<file path="src/rtl/counter_ctrl_pkg.sv">
// rtl/counter_ctrl_pkg.sv - shared types and constants for the counter step controller
package counter_ctrl_pkg;

    // FSM encodings double as the LED pattern shown on the board
    typedef enum logic [1:0] {
        ST_IDLE = 2'b00,
        ST_RUN  = 2'b01,
        ST_HOLD = 2'b10,
        ST_LOAD = 2'b11
    } ctrl_state_t;

    localparam int                    STEP_CNT_W          = 8;
    localparam logic [STEP_CNT_W-1:0] STEP_CNT_MAX        = 8'd255;

    // 20 ms debounce and 0.25 s base step period at 50 MHz
    localparam int                    DEF_DEBOUNCE_CYCLES = 1000000;
    localparam int                    DEF_TICK_BASE       = 12500000;

    function automatic logic [STEP_CNT_W-1:0] sat_inc(input logic [STEP_CNT_W-1:0] v);
        return (v == STEP_CNT_MAX) ? v : v + 1'b1;
    endfunction

endpackage

</file>
<file path="src/rtl/key_debounce.sv">
// rtl/key_debounce.sv - push-button synchroniser, debouncer and press detector
// Ports:
//   clk    system clock
//   rst_n  asynchronous active-low reset (already release-synchronised)
//   key_n  raw active-low button, asynchronous to clk
//   press  one-cycle pulse on the debounced 1->0 transition
module key_debounce
    import counter_ctrl_pkg::*;
#(
    parameter int DEBOUNCE_CYCLES = DEF_DEBOUNCE_CYCLES
) (
    input  logic clk,
    input  logic rst_n,
    input  logic key_n,
    output logic press
);

    localparam int CW = $clog2(DEBOUNCE_CYCLES + 1);

    logic          sync1;
    logic          sync2;
    logic          lvl_q;
    logic          lvl_prev;
    logic [CW-1:0] stab_cnt;

    // Levels start as released, so a key held through reset gives one press.
    always_ff @(posedge clk or negedge rst_n) begin
        if (!rst_n) begin
            sync1    <= 1'b1;
            sync2    <= 1'b1;
            lvl_q    <= 1'b1;
            lvl_prev <= 1'b1;
            stab_cnt <= '0;
            press    <= 1'b0;
        end else begin
            sync1    <= key_n;
            sync2    <= sync1;
            lvl_prev <= lvl_q;
            press    <= lvl_prev & ~lvl_q;
            if (sync2 != lvl_q) begin
                if (stab_cnt == CW'(DEBOUNCE_CYCLES - 1)) begin
                    lvl_q    <= sync2;
                    stab_cnt <= '0;
                end else begin
                    stab_cnt <= stab_cnt + 1'b1;
                end
            end else begin
                // any sample agreeing with the current level restarts the count
                stab_cnt <= '0;
            end
        end
    end

endmodule

</file>
<file path="src/rtl/counter_step_controller.sv">
// rtl/counter_step_controller.sv - step/load sequencer for the DE2 3-bit sequence counter
// Ports:
//   CLOCK_50, rst_n          clock and asynchronous active-low reset
//   key_step_n, key_load_n   raw active-low push buttons
//   run_en, rate_sel         auto-run request and period select (TICK_BASE >> rate_sel)
//   stop_en, stop_val        hold when cnt_q reaches stop_val during auto-run
//   load_val, cnt_q          value to load, counter feedback
//   step_en, load_en, load_d one-cycle counter commands and load data
//   step_count, state        saturating steps since last load, FSM state for LEDs
module counter_step_controller
    import counter_ctrl_pkg::*;
#(
    parameter int DEBOUNCE_CYCLES = DEF_DEBOUNCE_CYCLES,
    parameter int TICK_BASE       = DEF_TICK_BASE
) (
    input  logic                  CLOCK_50,
    input  logic                  rst_n,
    input  logic                  key_step_n,
    input  logic                  key_load_n,
    input  logic                  run_en,
    input  logic [1:0]            rate_sel,
    input  logic                  stop_en,
    input  logic [2:0]            stop_val,
    input  logic [2:0]            load_val,
    input  logic [2:0]            cnt_q,
    output logic                  step_en,
    output logic                  load_en,
    output logic [2:0]            load_d,
    output logic [STEP_CNT_W-1:0] step_count,
    output logic [1:0]            state
);

    localparam int PW = $clog2(TICK_BASE + 1);

    logic          [1:0]    rst_pipe;
    logic                   rst_int;
    logic                   step_press;
    logic                   load_press;
    ctrl_state_t            state_q;
    ctrl_state_t            state_nxt;
    logic                   step_nxt;
    logic                   load_nxt;
    logic                   stop_hit;
    logic                   tick;
    logic          [PW-1:0] presc;
    logic          [PW-1:0] period;

    // Reset asserts immediately and releases two clocks after rst_n rises.
    always_ff @(posedge CLOCK_50 or negedge rst_n) begin
        if (!rst_n) begin
            rst_pipe <= 2'b00;
        end else begin
            rst_pipe <= {rst_pipe[0], 1'b1};
        end
    end
    assign rst_int = rst_pipe[1];

    key_debounce #(.DEBOUNCE_CYCLES(DEBOUNCE_CYCLES)) u_step_key (
        .clk   (CLOCK_50),
        .rst_n (rst_int),
        .key_n (key_step_n),
        .press (step_press)
    );

    key_debounce #(.DEBOUNCE_CYCLES(DEBOUNCE_CYCLES)) u_load_key (
        .clk   (CLOCK_50),
        .rst_n (rst_int),
        .key_n (key_load_n),
        .press (load_press)
    );

    assign stop_hit = stop_en && (cnt_q == stop_val);
    assign tick     = (state_q == ST_RUN) && (presc == period - 1'b1);

    // State register, registered outputs, prescaler and step counter
    always_ff @(posedge CLOCK_50 or negedge rst_int) begin
        if (!rst_int) begin
            state_q    <= ST_IDLE;
            step_en    <= 1'b0;
            load_en    <= 1'b0;
            load_d     <= 3'd0;
            step_count <= '0;
            presc      <= '0;
            period     <= PW'(TICK_BASE);
        end else begin
            state_q <= state_nxt;
            step_en <= step_nxt;
            load_en <= load_nxt;
            if (load_nxt) begin
                load_d     <= load_val;
                step_count <= '0;
            end else if (step_en) begin
                step_count <= sat_inc(step_count);
            end
            // rate_sel is only looked at when a period starts
            if ((state_q == ST_RUN) && (state_nxt == ST_RUN)) begin
                if (tick) begin
                    presc  <= '0;
                    period <= PW'(TICK_BASE >> rate_sel);
                end else begin
                    presc <= presc + 1'b1;
                end
            end else begin
                presc  <= '0;
                period <= PW'(TICK_BASE >> rate_sel);
            end
        end
    end

    // Next state: load press beats run/stop, which beat step/tick
    always_comb begin
        state_nxt = state_q;
        case (state_q)
            ST_IDLE: begin
                if (load_press)  state_nxt = ST_LOAD;
                else if (run_en) state_nxt = ST_RUN;
            end
            ST_RUN: begin
                if (load_press)            state_nxt = ST_LOAD;
                else if (!run_en)          state_nxt = ST_IDLE;
                else if (tick && stop_hit) state_nxt = ST_HOLD;
            end
            ST_HOLD: begin
                if (load_press)      state_nxt = ST_LOAD;
                else if (!run_en)    state_nxt = ST_IDLE;
                else if (step_press) state_nxt = ST_RUN;
            end
            default: state_nxt = ST_IDLE;
        endcase
    end

    // Output commands, registered next cycle
    always_comb begin
        step_nxt = 1'b0;
        case (state_q)
            ST_IDLE: step_nxt = step_press && !load_press && !run_en;
            ST_RUN:  step_nxt = tick && !stop_hit && run_en && !load_press;
            ST_HOLD: step_nxt = step_press && run_en && !load_press;
            default: step_nxt = 1'b0;
        endcase
        load_nxt = (state_nxt == ST_LOAD);
    end

    assign state = state_q;

endmodule

</file>
<file path="config.mk">
export PLATFORM = sky130hd
export DESIGN_NAME = counter_step_controller
export DESIGN_NICKNAME = d
export VERILOG_FILES = /design/src/rtl/counter_ctrl_pkg.sv /design/src/rtl/key_debounce.sv /design/src/rtl/counter_step_controller.sv
export SDC_FILE = /design/constraint.sdc
export NUM_CORES = 1
export LEC_CHECK = 0
export CAP_MARGIN = 20
export CORE_MARGIN = 2
export CORE_UTILIZATION = 59
export CTS_CLUSTER_SIZE = 28
export DETAILED_ROUTE_END_ITERATION = 10
export GPL_TIMING_DRIVEN = 0
export HOLD_SLACK_MARGIN = 0.02
export PLACE_DENSITY = 0.86
export SLEW_MARGIN = 10
export SYNTH_ARGS = -nofsm -noshare
export SYNTH_HDL_FRONTEND = slang
export SYNTH_SLANG_ARGS = --single-unit
</file>
<file path="constraint.sdc">
create_clock -name CLOCK_50 -period 3.95 [get_ports CLOCK_50]
set_clock_uncertainty 0.2 [all_clocks]
set_input_delay 0.395 -clock CLOCK_50 [delete_from_list [all_inputs] [get_ports CLOCK_50]]
set_output_delay 0.395 -clock CLOCK_50 [all_outputs]
set_load 0.02 [all_outputs]
</file>
==> results of run 1 <==
[final cells by class]
| cell class | instances | area [um2] |
|---|---|---|
| Tap cell | 105 | 131 |
| Buffer | 13 | 78.8 |
| Fill cell | 619 | 2570 |
| Timing Repair Buffer | 32 | 338 |
| Clock inverter | 5 | 37.5 |
| Multi-Input combinational cell | 383 | 2390 |
| Sequential cell | 102 | 2570 |
| Inverter | 14 | 52.6 |
| Clock buffer | 11 | 131 |
[logic make-up (layout without fill, tap and decap cells)]
| logic type | after synthesis | after routing | synth area share, % |
|---|---|---|---|
| compound gates | 55 | 55 | 6.89 |
| simple gates | 230 | 230 | 22.3 |
| mux | 6 | 6 | 1.38 |
| other cells | 1 | 1 | 0.0737 |
| fa+ha+maj | 9 | 9 | 2.21 |
| buf+inv | 27 | 75 | 2.58 |
| flops | 102 | 102 | 50.5 |
| xor+xnor | 82 | 82 | 14.1 |
[critical path: cells and delay by family, from the launching register on]
kind                     cells  cell delay [ns]
multiplexers                 1             0.30
adder cells (fa/ha/maj)      1             0.31
buffers and inverters        3             0.41
AND/OR/NAND/NOR              3             0.88
XOR/XNOR                     1             0.13
flip-flops                   1             0.36
AO/OA/AOI/OAI                2             0.48
[Yosys cell counts, types with 3 or more instances]
cell type	instances	area, um2
o21ai_0	18	90.1
nor2_1	91	342
nand2_1	37	139
ha_1	9	113
nand3_1	30	150
dfstp_2	13	342
nor2b_1	6	37.5
buf_2	4	20.0
xnor2_1	40	350
a21oi_1	15	75.1
nor3_1	8	40.0
and4_1	4	35.0
dfrtp_1	89	2230
clkbuf_1	5	18.8
o21a_1	3	22.5
nand4_1	9	56.3
inv_1	14	52.6
nand2b_1	3	18.8
mux2_2	4	45.0
nor4_1	5	31.3
xor2_1	42	368
or2_2	3	18.8
or3_1	5	31.3
and3_1	13	81.3
[metrics by stage]
step	TNS [ns]	total power, uW	worst slack, ns	instance area, um2
4_1_cts	0	2200	0.787	5730
2_1_floorplan	0	1500	0.721	5090
3_3_place_gp	-20.32	1600	-0.238	5520
3_5_place_dp	0	1620	0.837	5550
5_1_grt	0	2310	0.611	5730
6_report	0	2190	0.775	5730
[flip-flops by register name, summed over array words and instances (netlist names)]
register	cells
load_en	1
u_load_key.lvl_prev	1
u_load_key.sync2	1
presc	24
u_step_key.sync2	1
step_en	1
u_load_key.lvl_q	1
rst_pipe	2
u_step_key.stab_cnt	20
u_step_key.sync1	1
u_load_key.sync1	1
u_step_key.press	1
period	11
u_load_key.stab_cnt	20
u_step_key.lvl_q	1
load_d	3
u_load_key.press	1
step_count	8
u_step_key.lvl_prev	1
state	2
[where the power goes]
group	switching [uW]	internal, uW
sequential	70.6	1110
combinational	240	187
clock	358	231
[cells in the final DEF, fill, tap and decap left out, drive strengths merged, types with 3 or more instances in the layout]
cell type / synthesis / routed
buf: 7 / 8
dfrtp: 89 / 89
or2: 3 / 3
nand2b: 3 / 3
nor4: 6 / 6
or3: 5 / 5
and3: 13 / 13
o21ai: 18 / 18
nand3: 30 / 30
nor3: 8 / 8
a21oi: 15 / 15
nor2b: 6 / 6
clkbuf: 6 / 17
mux2: 5 / 5
clkinv: 0 / 3
o22a: 3 / 3
xor2: 42 / 42
xnor2: 40 / 40
ha: 9 / 9
nand4: 9 / 9
inv: 14 / 14
o21a: 3 / 3
nand2: 37 / 37
dfstp: 13 / 13
and4: 4 / 4
clkdlybuf4s50: 0 / 30
nor2: 91 / 91
a211oi: 3 / 3
[final timing paths]
kind / from / to / slack, ns
max: period[7] / load_d[1] / 0.77
min: rst_pipe[1] / u_load_key.stab_cnt[17] / 0.14
max reg2reg: period[7] / load_d[1] / 0.77
min reg2reg: rst_pipe[1] / u_load_key.stab_cnt[17] / 0.14
max in group asynchronous: rst_pipe[1] / u_step_key.lvl_q / 2.68
min in group CLOCK_50: u_load_key.sync1 / u_load_key.sync2 / 0.16
[per-layer routing]
metal | vias up | GRT usage, % | share of wire, %
met3 | 13 | 4.12 | 4.2
met4 | 0 | 6.39 | 1.5
met2 | 68 | 38.8 | 51
met5 | - | 0 | 0
met1 | 1875 | 29.2 | 43
li1 | 1813 | - | -
==> flow_summary.yaml, run 1 <==
run_status:
  status: "complete, no violations"
grt:
  track_usage_pct: 22.5
  grt-ovfl-total: 0
  grt_max_degree: 56
  grt_pass1_vias: 3758
  antenna_found_initial: 0
  grt_pass1_wl_mm: 17.6
route:
  num_vias: 3769
  ant_nets: 0
  drc_errors: 0
  drt_iter0_markers: 237
  drt-pass1-iter-count: 4
  viasPerCell: 5.67
  wl_mm: 9.98
  wire_per_inst_um: 15.0
timing:
  maxSlewHeadroom_pct: 56.6
  final_max_slew_viol_count: 0
  fmax_mhz: 315
  worstMarginPinSlew_ns: 0.635
  whs_ns: 0.138
  final-setup-viol-count: 0
  min_period_over_period_pct: 80.4
  hold_viol_final: 0
  rsz0062_at_grt: "false"
  fin_crit_ns: 3.18
place:
  place_inst: 648
  port_buffers: 30
  dpl.hpwl_mm: 7.23
  gp_congestion: 0.881
worst_setup_path:
  slowest_delay_ns: 0.38
  ff2ff_path_depth: 11
  critical_path.cell_chain: "buf_6 -> inv_1 -> ha_1 -> xnor2_1 -> nor4_1 -> nand3b_1 -> nor4_4 -> a31oi_1 -> a211oi_2 -> buf_6 -> mux2_4"
  crit_path_start_kind: "register"
  arrival_ns: 3.24
  crit_slowest_cell: "nor4_4"
  crit_type: "reg2reg"
  required_ns: 4.01
  crit_path_frequent_cell: "buf_6"
  worstSetupEndpointType: "register"
  cp_max_fo: 10
cts:
  cts_resized: 0
  cts_max_path_buffers: 2
  htreeDepth: 3
  postCtsSetupBuffers: 0
  clkTransAtPathRegs_ns: 0.10
  cts_tree: "done"
  cts_root_buffer: "clkbuf_8"
  cts_sinks: 102
  hold_buffers: 1
  cts_buffers: 9
  clkLatencyLatePin_ns: 0.36
synth:
  avgSynthCellArea_um2: 9.94
  synthCells: 512
  synth_edf_count: 0
  ys_ff_latch: 102
  ys.flop_type: "dfrtp_1"
  yosysSeqAreaShare_pct: 50.5
  synth_area_um2: 5090
  async_flop_share_pct: 100
  ys_types: 56
  syn_nets: 538
  yosysWarnings: 0
die:
  fp.coreArea_um2: 8300
  die_y_um: 96.9
  chipWidth_um: 96.9
  start_util_pct: 61.3
  dieArea_um2: 9380
  ioPinCount: 32
  fp-row-count: 33
cells_and_area:
  antenna_cells: 0
  drive_gt1_share_pct: 9.46
  area_growth_pct: 12.6
  nets: 581
  utilization_pct: 69.0
  final_cells: 665
flow_run:
  drv_cap: 0
power:
  total_leakage_power_uw: 0.00236
  ir_drop_mv: 0.245
  cellPowerDensity_nw_per_um2: 383
worst_hold_path:
  hp-class: "reg2async"
Power figures use the tool's default switching activity.
==> run 2: changes to the inputs <==
clock period = 3 ns   (was 3.95 ns; I/O delays follow)
==> flow_summary.yaml, run 2 (same netlist as run 1, synthesis figures left out) <==
route:
  drc_errors: 0
  ant_nets: 0
  drt-pass1-iter-count: 4
  wire_per_inst_um: 14.8
  wl_mm: 9.95
  drt_iter0_markers: 215
  num_vias: 3744
  viasPerCell: 5.56
power:
  total_leakage_power_uw: 0.00243
  cellPowerDensity_nw_per_um2: 507
  ir_drop_mv: 0.480
  totalPowerFinal_uw: 2980
run_status:
  status: "complete, no violations"
cts:
  clkLatencyLatePin_ns: 0.37
  cts_sinks: 102
  cts_root_buffer: "clkbuf_8"
  cts_buffers: 9
  cts_tree: "done"
  htreeDepth: 3
  cts_max_path_buffers: 2
  clkTransAtPathRegs_ns: 0.10
timing:
  rsz0062_at_grt: "true"
  fmax_mhz: 335
  worstMarginPinSlew_ns: 0.655
  hold_viol_final: 0
  whs_ns: 0.116
  final-setup-viol-count: 0
  final_max_slew_viol_count: 0
  fin_crit_ns: 2.99
  maxSlewHeadroom_pct: 56.3
  min_period_over_period_pct: 99.6
die:
  ioPinCount: 32
  dieArea_um2: 9380
  chipWidth_um: 96.9
  die_y_um: 96.9
  start_util_pct: 61.3
  fp.coreArea_um2: 8300
  fp-row-count: 33
cells_and_area:
  final_cell_mix: "nor2_1 (91), dfrtp_1 (88), xor2_1 (42), xnor2_1 (39), nand2_1 (37)"
  nets: 589
  regMostFlops: "presc"
  largest_reg_flops: 24
  reg.largest.list: "presc x24, u_load_key.stab_cnt x20, u_step_key.stab_cnt x20"
  area_growth_pct: 15.6
  antenna_cells: 0
  final_cells: 673
  final_common_cell: "nor2_1"
  ff_latch_area_um2: 2570
  drive_gt1_share_pct: 12.5
  final_area_um2: 5880
  multi_input_area_um2: 2450
  fill_cells: 621
worst_setup_path:
  worstSetupEndpointType: "register"
  crit_start: "period[7]"
  required_ns: 3.06
  crit_path_start_kind: "register"
  critical_path.cell_chain: "buf_6 -> inv_4 -> ha_4 -> xnor2_2 -> nor4_2 -> nand3b_1 -> nor4_4 -> a31oi_2 -> a211oi_2 -> buf_4 -> mux2_4"
  r2r-start: "period[7]"
  cp_max_fo: 3
  slowest_delay_ns: 0.41
  crit_slowest_cell: "dfrtp_1"
  crit_type: "reg2reg"
  arrival_ns: 3.05
place:
  port_buffers: 30
  gp_congestion: 0.888
  place_inst: 648
  place_area_um2: 5550
  dpl.hpwl_mm: 7.17
grt:
  grt_pass1_vias: 3785
  grt_pass1_wl_mm: 17.2
  grt_max_degree: 52
  track_usage_pct: 22.3
  antenna_found_initial: 0
  grt-ovfl-total: 0
worst_hold_path:
  hp-class: "in2reg"
  hold_start: "key_load_n"
flow_run:
  drv_cap: 0
run 2: critical path, delay by kind of cell, from the launching register on:
| family | cells | cell delay [ns] |
|---|---|---|
| buffers and inverters | 3 | 0.36 |
| AO/OA/AOI/OAI | 2 | 0.47 |
| AND/OR/NAND/NOR | 3 | 0.81 |
| flip-flops | 1 | 0.41 |
| multiplexers | 1 | 0.29 |
| adder cells (fa/ha/maj) | 1 | 0.20 |
| XOR/XNOR | 1 | 0.14 |
run 2: what timing repair did:
action / CTS / global route
buffers inserted: 2 / 6
hold buffers: 1 / 0
gates resized for setup: 3 / 11
pin swaps: 2 / 8
setup endpoints to repair: 3 / 3
hold endpoints to repair: 2 / 0
run 2: where the power goes:
group | switching (uW) | internal, uW
clock network | 491 | 312
logic | 344 | 290
registers | 88.5 | 1460
total | 923 | 2060
run 2: worst paths after layout:
kind | end | slack, ns | depth (start not counted)
worst max-delay path | load_d[0] | 0.01 | 11
worst min-delay path | u_load_key.sync1 | 0.12 | 1
worst max register to register | load_d[0] | 0.01 | 11
worst min register to register | u_load_key.sync2 | 0.16 | 0
max in group asynchronous | period[15] | 1.70 | 1
min in group asynchronous | presc[6] | 0.17 | 0
run 2: layout make-up:
class,count,area share [%]
well taps,105,2.23
clock inverters,7,0.936
clock buffers,9,2.11
plain buffers,13,1.34
flip-flops and latches,102,43.8
repair buffers,40,7.04
multi-input cells,383,41.6
inverters,14,0.936
run 2: stage by stage:
step,worst slack [ns],setup TNS (ns),util [%]
after detailed placement,-0.132,-0.157,66.9
after floorplan,0.238,0,-
final,0.0114,0,70.8
after global routing,-0.175,-0.805,70.8
after CTS,0.0527,0,69.5
after global placement,-0.00204,-0.00204,66.5
run 2: per-layer routing:
layer	GRT usage [%]	up-vias	share of wire, %
li1	-	1832	-
met1	28.4	1830	43
met2	38.0	65	51
met3	4.77	17	3.6
met4	7.37	0	1.8
met5	0	-	0
==> run 3: changes to the inputs <==
CORE_MARGIN = not set   (was 2)
==> flow_summary.yaml, run 3 (same netlist as run 1, synthesis figures left out) <==
power:
  total_leakage_power_uw: 0.00240
  cellPowerDensity_nw_per_um2: 531
  ir_drop_mv: 0.423
route:
  drc_errors: 0
  wire_per_inst_um: 15.0
  drt_iter0_markers: 210
  drt-pass1-iter-count: 4
  ant_nets: 0
  wl_mm: 10.0
  viasPerCell: 5.68
  num_vias: 3781
cells_and_area:
  regMostFlops: "presc"
  antenna_cells: 0
  largest_reg_flops: 24
  reg.largest.list: "presc x24, u_load_key.stab_cnt x20, u_step_key.stab_cnt x20"
  fill_cells: 601
  area_growth_pct: 14.6
  final_cell_mix: "nor2_1 (91), dfrtp_1 (88), xor2_1 (42), xnor2_1 (40), nand2_1 (37)"
  final_common_cell: "nor2_1"
  nets: 582
  drive_gt1_share_pct: 10.9
worst_hold_path:
  min_path_cells: 1
  hp-class: "in2reg"
timing:
  worst_slack_ns: 0.0964
  hold_viol_final: 0
  min_period_over_period_pct: 96.8
  tns_ns: 0
  maxSlewHeadroom_pct: 57.1
  final-setup-viol-count: 0
  final_max_slew_viol_count: 0
  fmax_mhz: 344
  worstMarginPinSlew_ns: 0.644
  fin_crit_ns: 2.90
  whs_ns: 0.109
cts:
  cts_sinks: 102
  cts_tree: "done"
  cts_buffers: 9
  clkLatencyLatePin_ns: 0.38
  cts_root_buffer: "clkbuf_8"
  clkTransAtPathRegs_ns: 0.11
  cts_max_path_buffers: 2
  htreeDepth: 3
die:
  dieArea_um2: 9000
  die_y_um: 94.9
  fp.coreArea_um2: 8300
  fp-row-count: 33
  ioPinCount: 32
  chipWidth_um: 94.9
  start_util_pct: 61.3
place:
  port_buffers: 30
  gp_congestion: 0.860
  dp_slack_ns: -0.101
  dpl.hpwl_mm: 7.06
grt:
  antenna_found_initial: 0
  grt_max_degree: 54
  grt_pass1_wl_mm: 16.9
  track_usage_pct: 24.5
  grt-ovfl-total: 0
  grt_pass1_vias: 3819
worst_setup_path:
  ff2ff_setup_slack_ns: 0.1
  arrival_ns: 2.97
  critical_path.cell_chain: "buf_6 -> inv_1 -> ha_2 -> nor4b_4 -> o211ai_1 -> a211oi_2 -> a31oi_2 -> a211oi_2 -> buf_4 -> mux2_2"
  path_buf_inv: 3
  critPathTopFamily: "compound AO/OA/AOI/OAI gates"
  cp_max_fo: 9
  crit_path_start_kind: "register"
  required_ns: 3.07
  crit_path_frequent_cell: "a211oi_2"
  crit_type: "reg2reg"
  crit_slowest_cell: "a211oi_2"
  slowest_delay_ns: 0.43
  cp.depth: 10
  worstSetupEndpointType: "register"
  ff2ff_path_depth: 10
run_status:
  status: "complete, no violations"
flow_run:
  drv_cap: 0
-- run 3: where the power goes --
group          switching, uW  internal (uW)  total (uW)
sequential              97.7           1460        1560
clock                    533            412         945
combinational            332            263         595
-- run 3: layout make-up --
cell class                      instances  area [um2]  share of cell area [%]
Buffer                                 13        78.8                    1.35
Clock buffer                            9         124                    2.13
Clock inverter                          7        97.6                    1.67
Inverter                               14        52.6                   0.902
Multi-Input combinational cell        383        2430                    41.6
Sequential cell                       102        2570                    44.1
Tap cell                              105         131                    2.25
Timing Repair Buffer                   33         345                    5.93
-- run 3: worst paths after layout --
kind	to	startpoint
max	load_d[0]	period[7]
min	u_load_key.sync1	key_load_n
max reg2reg	load_d[0]	period[7]
min reg2reg	rst_pipe[1]	rst_pipe[0]
max in group asynchronous	u_step_key.lvl_q	rst_pipe[1]
min in group asynchronous	presc[6]	rst_pipe[1]
-- run 3: stage by stage --
| step | util, % | area, um2 | total power [uW] | instances |
|---|---|---|---|---|
| final | 70.2 | 5830 | 3100 | 666 |
| after global routing | 70.2 | 5830 | 3250 | 666 |
| after CTS | 69.9 | 5800 | 3100 | 666 |
| after detailed placement | 66.9 | 5550 | 2140 | 648 |
| after global placement | 66.5 | 5520 | 2100 | 647 |
| after floorplan | - | 5090 | 1970 | 512 |
-- run 3: repair_timing --
item                                   4_1_cts  5_1_grt
cloned                                       0        0
setup endpoints to repair                    3        3
endpoints found under the hold margin        2        0
hold buffers                                 1        0
pin swaps                                    2        2
setup buffers                                1        0
gates resized for setup                      2        6
-- run 3: metal layers --
| layer | global-route usage, % | share of wire, % | wire (um) | up-vias |
|---|---|---|---|---|
| met5 | 0 | 0 | 0 | - |
| met4 | 9.60 | 1.8 | 184 | 0 |
| met3 | 5.64 | 3.9 | 392 | 17 |
| met2 | 41.2 | 50 | 5030 | 84 |
| met1 | 30.7 | 44 | 4410 | 1863 |
| li1 | - | - | - | 1817 |
